===== src/rtl/sumador_serial_bits_pkg.sv =====
// ---------------------------------------------------------------------------
// pkg_bits
//   Shared types and widths for the bit-serial adder slice.
//   BITS_WIDTH     : operand width
//   CNT_WIDTH      : width of the serial bit counter
//   bits_t/bitsw_t : operand type and result type (one extra bit for carry-out)
//   cnt_t          : bit counter type
//   serial_state_t : control FSM states
// ---------------------------------------------------------------------------
package pkg_bits;

  localparam int BITS_WIDTH = 4;

  // A 1-bit operand would give $clog2()==0; keep the counter at least 1 bit.
  localparam int CNT_WIDTH = (BITS_WIDTH > 1) ? $clog2(BITS_WIDTH) : 1;

  typedef logic [BITS_WIDTH-1:0] bits_t;
  typedef logic [BITS_WIDTH:0]   bitsw_t;
  typedef logic [CNT_WIDTH-1:0]  cnt_t;

  typedef enum logic [1:0] {
    IDLE  = 2'd0,
    SHIFT = 2'd1,
    DONE  = 2'd2
  } serial_state_t;

endpackage : pkg_bits


===== src/rtl/sumador_serial_bits_completo.sv =====
// ---------------------------------------------------------------------------
// sumador_completo_1b
//   Combinational single-bit full adder, the only arithmetic cell of the
//   bit-serial adder.
//   i_a, i_b, i_cin : input bits and carry-in
//   o_s             : sum bit
//   o_cout          : carry-out (majority of the three inputs)
// ---------------------------------------------------------------------------
module sumador_completo_1b (
  input  logic i_a,
  input  logic i_b,
  input  logic i_cin,
  output logic o_s,
  output logic o_cout
);

  assign o_s    = i_a ^ i_b ^ i_cin;
  assign o_cout = (i_a & i_b) | (i_a & i_cin) | (i_b & i_cin);

endmodule : sumador_completo_1b


===== src/rtl/sumador_serial_bits.sv =====
// ---------------------------------------------------------------------------
// sumador_serial_bits
//   Bit-serial unsigned adder: result = a + b + cin, one bit per clock, LSB
//   first, using a single full-adder cell. Valid/ready handshake on both the
//   operand side and the result side.
//   clk      : clock, rising edge
//   rst      : asynchronous reset, active-high
//   valid_i  : operands valid            ready_o  : can accept (IDLE)
//   a_i, b_i : operands (bits_t)         cin_i    : carry-in
//   valid_o  : result valid (DONE)       ready_i  : downstream accepts result
//   result_o : {carry_out, sum}          busy_o   : serial addition running
// ---------------------------------------------------------------------------
module sumador_serial_bits
  import pkg_bits::*;
(
  input  logic   clk,
  input  logic   rst,
  input  logic   valid_i,
  output logic   ready_o,
  input  bits_t  a_i,
  input  bits_t  b_i,
  input  logic   cin_i,
  output logic   valid_o,
  input  logic   ready_i,
  output bitsw_t result_o,
  output logic   busy_o
);

  serial_state_t r_state;
  serial_state_t w_state_next;

  bits_t  r_a;
  bits_t  r_b;
  logic   r_c;
  bits_t  r_sum;
  cnt_t   r_cnt;
  bitsw_t r_result;

  logic w_s;
  logic w_cout;
  logic w_accept;
  logic w_last;

  sumador_completo_1b u_fa (
    .i_a    (r_a[0]),
    .i_b    (r_b[0]),
    .i_cin  (r_c),
    .o_s    (w_s),
    .o_cout (w_cout)
  );

  assign w_accept = valid_i && ready_o;
  assign w_last   = (r_cnt == cnt_t'(BITS_WIDTH - 1));

  // FSM state register
  always_ff @(posedge clk or posedge rst) begin
    if (rst) begin
      r_state <= IDLE;
    end else begin
      r_state <= w_state_next;
    end
  end

  // FSM next state and handshake outputs
  always_comb begin
    w_state_next = r_state;
    ready_o      = 1'b0;
    valid_o      = 1'b0;
    busy_o       = 1'b0;
    case (r_state)
      IDLE: begin
        ready_o = 1'b1;
        if (valid_i) begin
          w_state_next = SHIFT;
        end
      end
      SHIFT: begin
        busy_o = 1'b1;
        if (w_last) begin
          w_state_next = DONE;
        end
      end
      DONE: begin
        valid_o = 1'b1;
        if (ready_i) begin
          w_state_next = IDLE;
        end
      end
      default: begin
        w_state_next = IDLE;
      end
    endcase
  end

  // Datapath: operand shift registers, carry, partial sum, counter, result
  always_ff @(posedge clk or posedge rst) begin
    if (rst) begin
      r_a      <= '0;
      r_b      <= '0;
      r_c      <= 1'b0;
      r_sum    <= '0;
      r_cnt    <= '0;
      r_result <= '0;
    end else begin
      case (r_state)
        IDLE: begin
          if (w_accept) begin
            r_a   <= a_i;
            r_b   <= b_i;
            r_c   <= cin_i;
            r_sum <= '0;
            r_cnt <= '0;
          end
        end
        SHIFT: begin
          r_a   <= r_a >> 1;
          r_b   <= r_b >> 1;
          r_c   <= w_cout;
          // Sum bits enter at the MSB so after BITS_WIDTH steps the first
          // computed bit has walked down to bit 0.
          r_sum <= {w_s, r_sum[BITS_WIDTH-1:1]};
          r_cnt <= r_cnt + cnt_t'(1);
          if (w_last) begin
            // The final bit is folded in directly rather than waiting a
            // cycle for r_sum to update.
            r_result <= {w_cout, w_s, r_sum[BITS_WIDTH-1:1]};
          end
        end
        default: begin
          // DONE: hold everything; result_o stays stable under backpressure.
        end
      endcase
    end
  end

  assign result_o = r_result;

endmodule : sumador_serial_bits


===== config.mk =====
export PLATFORM = sky130hd
export DESIGN_NAME = sumador_serial_bits
export DESIGN_NICKNAME = d
export VERILOG_FILES = /design/src/rtl/sumador_serial_bits_pkg.sv /design/src/rtl/sumador_serial_bits_completo.sv /design/src/rtl/sumador_serial_bits.sv
export SDC_FILE = /design/constraint.sdc
export NUM_CORES = 1
export LEC_CHECK = 0
export ABC_AREA = 1
export BUFFER_PORTS_ARGS = -buffer_cell sky130_fd_sc_hd__buf_2
export CORE_ASPECT_RATIO = 0.8
export CORE_MARGIN = 4
export CORE_UTILIZATION = 39
export DETAILED_ROUTE_END_ITERATION = 7
export PLACE_DENSITY = 0.71
export SLEW_MARGIN = 10
export SYNTH_ARGS = -nofsm -noshare
export SYNTH_HDL_FRONTEND = slang
export SYNTH_SLANG_ARGS = --single-unit
export TNS_END_PERCENT = 20

===== constraint.sdc =====
create_clock -name clk -period 2.2 [get_ports clk]
set_input_delay 0.66 -clock clk [delete_from_list [all_inputs] [get_ports clk]]
set_output_delay 0.66 -clock clk [all_outputs]
set_load 0.03 [all_outputs]

== Yosys cells after proc, flatten, opt, wreduce, memory -nomap -nowiden ==
Cells that the tools add are included.
Word-level totals
  flip-flop bits (word level): 22
  bits in latches: 0
  bits in writable memories: 0
  memory bits (read-only): 0
  bits of input ports: 13
  output and inout bits: 8
  logic and storage cells: 45
  memories: 0
Operators by class
  add/sub/neg operators: 1
  $mul: 0
  divide/modulo/power cells: 0
  order comparisons: 0
  equality and inequality tests: 7
  shift-type cells: 0
  mux-type cells: 17
  bitwise operators: 7
  reduce and logical (&&, ||, !) cells: 6
Operators by type and width (count)
  $pmux W4 S2: 3
  $mux W4: 3
  $mux W2: 4
  $ne A2 B2 Y1 const B: 4
  $pmux W2 S3: 1
  $eq A2 B2 Y1 const B: 2
  $mux W1: 4
  $pmux W2 S2: 1
  $reduce_and A2 Y1: 2
  $and A1 B1 Y1: 3
  $reduce_and A3 Y1: 1
  $add A2 B1 Y2 const B: 1
  $eq A2 B1 Y1 const B: 1
  $logic_not A2 Y1: 1
  $or A1 B1 Y1: 2
  $pmux W1 S2: 1
  $reduce_bool A2 Y1: 1
  $xor A1 B1 Y1: 2
  $logic_and A1 B1 Y1: 1

== Depth between registers and ports, before layout ==
  depth in word-level cells: 5
  mapped depth: 6
  gate-level depth less buffers: 6

== Hierarchy ==
Synthesis repeated with hierarchy kept, for this count alone.
Second synthesis, totals
  cells, all modules: 116
  area total of the unflattened synthesis: 967.2 µm²
Modules (own cells, without submodules)
  sumador_serial_bits: instances 1, cells each 115, area each 947.2 µm², sequential area each 525.5 µm²
  sumador_completo_1b: instances 1, cells each 1, area each 20.0 µm², sequential area each 0.0 µm²

== Worst setup path before layout ==
No wires, ideal clock.
  path kind: register to output
  start: reg r_state[0]
  end: out valid_o
  arrival time: 1.061 ns
  data required time: 1.540 ns
  setup slack: 0.479 ns
  stages on the path, launching flop included: 3
  buffers on the path: 1
  cell sequence: dfrtp_1 clkbuf_1 nor2_1
On the way
  word-level cells in the longest chain between the ends: 2
Ends and longest elaborated chain
  start: declaration: line sumador_serial_bits.sv:29  | serial_state_t r_state;
  start signal: assignment: line sumador_serial_bits.sv:60  | r_state <= w_state_next;
  $eq A2 B2 Y1: line sumador_serial_bits.sv:70  | case (r_state)
  $mux W1: line sumador_serial_bits.sv:70
  end: declaration: line sumador_serial_bits.sv:23  | output logic valid_o,
No other way between the ends.

== Final worst setup path ==
  start: reg r_state[0]
  end: out busy_o
On the way
  word-level cells in the longest chain between the ends: 2
Ends and longest elaborated chain
  $eq A2 B1 Y1: line sumador_serial_bits.sv:70
  $mux W1: line sumador_serial_bits.sv:70
  end: declaration: line sumador_serial_bits.sv:26  | output logic busy_o
No other way between the ends.

==> impl_metrics.ini <==
[final_layout]
diodes = 0
layout.cells.most_common = nand2_1
layout_common_cells = nand2_1, buf_2, dfrtp_1
n_fill_cell = 223
nNetsFinal = 155
area_growth_pct = 16.6
post_route_cells_drive_above_1_share_pct = 23.7

[power_and_ir_drop]
vdd_drop_max_mv = 0.623
p_int_uw = 889
p_leak_uw = 0.000645
switching_share_pct = 46.3
power_frac_comb_pct = 47.6
clock_power_share_pct = 10.9
power.density_nw_per_um2 = 1480
switching_power_uw = 767
seq_power_share_pct = 41.4

[synthesis]
synth_top_area_share_pct = 54.8
syn_nets = 131
yosys-top-cells-area = dfrtp_1, nand2_1, inv_1
syn_area_um2 = 958
yosysTopAreaCell = dfrtp_1
ys_seq_elements = 21
synth_cell_types = 17
avgSynthCellArea_um2 = 8.26
yosysWarnings = 0
ys_seq_area_share_pct = 54.8
syn_inst = 116

[sta]
fmax_mhz = 509
tightestPinTransition_ns = 0.267
slew_headroom_pct = 82.1
rsz0062_at_grt = no
slew_violations = 0
finalCritPeriodShare_pct = 89.4
fin_skew_ns = 0.00640
setup_viol = 0
finalSetupTns_ns = 0
hold_viol = 0
min_period_ns = 1.97
setup_slack_ns = 0.234

[clocking]
cts_root_buffer = clkbuf_4
clock_tree.htree_level_count = 1
cts_tree = built
cts.sink_count = 21
cts_buffer_depth = 2
clock_latency_ns = 0.30
clk_pin_slew_ns = 0.12
cts_made_buffers = 3

[placed_design]
place_congestion = 0.796
dp_slack_ns = 0.448
portBuffers = 20
hpwl_mm = 1.30

[critical_path]
reg2reg_slack_ns = 0.91
critPathMaxFanout = 13
startpoint_type = flop
arrival_ns = 1.31
r2r_end = r_b[2]
crit_type = flop to output port
cp-startpoint = r_state[0]
timing.rr.start = r_state[1]
end_kind = output port
worstPathRequired_ns = 1.54
crit_end = busy_o
reg2reg_depth = 6

[detailed_routing]
wl_mm = 1.78
drt_pass1_iterations = 4
vias = 776
drt_iter0_drc = 28
vias_per_cell = 4.73
post_drt_wl_per_cell_um = 10.8
postRouteAntennaNets = 0
drc = 0

[die]
rows = 15
ios = 21
coreArea_um2 = 2250
chipWidth_um = 63.4
initial_core_util_pct = 42.6
die_area_um2 = 3320
die_h_um = 52.3

[global_routing]
grtUsageMet2_pct = 20.6
grt.met1_usage_pct = 15.0
busiest_layer = met2
grt_pass1_wl_mm = 3.16
antenna_found_initial = 0
grt_overflow_total = 0
grt.total_usage_pct = 12.3
grt_use_met3_pct = 4.72
grt_max_degree = 22
first_global_vias = 718

[worst_hold_path]
worstHoldPathType = primary input to asynchronous set/reset pin

[outcome]
status = finished clean

[flow_run]
drv_cap = 0
[synth_stat cells]
library cell	n
inv_1	18
inv_2	3
a21oi_1	2
o31ai_1	1
nand2_4	1
buf_2	1
nor2_4	1
nand2_1	41
nand3_1	10
nor2_1	3
o21ai_1	2
nand2_2	2
ha_1	1
fa_1	1
o21ai_0	7
dfrtp_1	21
clkbuf_1	1
[per-stage QoR]
stage / instance area (µm²) / total power, µW / instances / hold WS (ns) / util (%)
after detailed placement: 1090 / 1490 / 160 / 0.462 / 48.3
after floorplan: 958 / 1290 / 116 / 0.446 / -
final: 1120 / 1660 / 164 / 0.356 / 49.6
after global placement: 1090 / 1470 / 160 / 0.454 / 48.3
after global routing: 1120 / 1830 / 164 / 0.369 / 49.6
after CTS: 1120 / 1680 / 164 / 0.354 / 49.6
[cells by family (layout without fill, tap and decap cells)]
group,after synthesis,count (layout),share of synthesized area [%]
and+or+nand+nor,58,58,26.1
buffers and inverters,23,46,9.14
DFF,21,21,54.8
AOI/OAI and AO/OA,12,12,6.53
adders and majority gates,2,2,3.39
[how the worst min path moves through the flow]
stage                start          end  slack (ns)  cells after the start
3_5_place_dp   result_o[3]  result_o[3]        0.46                      2
5_1_grt                rst  result_o[1]        0.37                      3
2_1_floorplan     r_cnt[1]     r_cnt[1]        0.45                      2
4_1_cts                rst  result_o[1]        0.35                      3
3_3_place_gp   result_o[3]  result_o[3]        0.45                      2
6_report               rst  result_o[1]        0.36                      3
[layout make-up]
cell class	instances	area (µm²)	area share [%]
Sequential cell	21	527	47.1
Inverter	21	78.8	7.05
Clock buffer	3	22.5	2.02
Multi-Input combinational cell	72	345	30.9
Timing Repair Buffer	21	108	9.63
Clock inverter	1	5.00	0.448
Tap cell	25	31.3	2.80
[worst max-delay path: stages (launching register included)]
cell,delay [ns]
dfrtp_2,0.53
inv_2,0.07
nor2_4,0.17
buf_2,0.23
[routing by layer]
metal | wire length [µm] | share of wire [%] | vias up
li1 | - | - | 400
met1 | 846 | 48 | 350
met2 | 786 | 44 | 24
met3 | 129 | 7.3 | 2
met4 | 12 | 0.68 | 0
met5 | 0 | 0 | -
[sequential cells by signal (all words and copies together) (netlist names)]
signal    cells
r_sum         3
r_cnt         2
r_c           1
r_b           4
result_o      5
r_a           4
r_state       2
[power by group through the flow]
stage	Combinational [µW]	Sequential (µW)	Clock, µW
after floorplan	571	722	0
after global placement	784	683	0
after detailed placement	796	693	0
after CTS	801	687	193
after global routing	912	708	215
final	789	686	181
[what timing repair did]
item	CTS	global route
buffers inserted	0	0
hold endpoints to repair	0	0
endpoints found under the setup margin	0	1
gates resized for setup	0	1
hold buffers	0	0
Note: power is estimated with default switching activity, not from simulation.
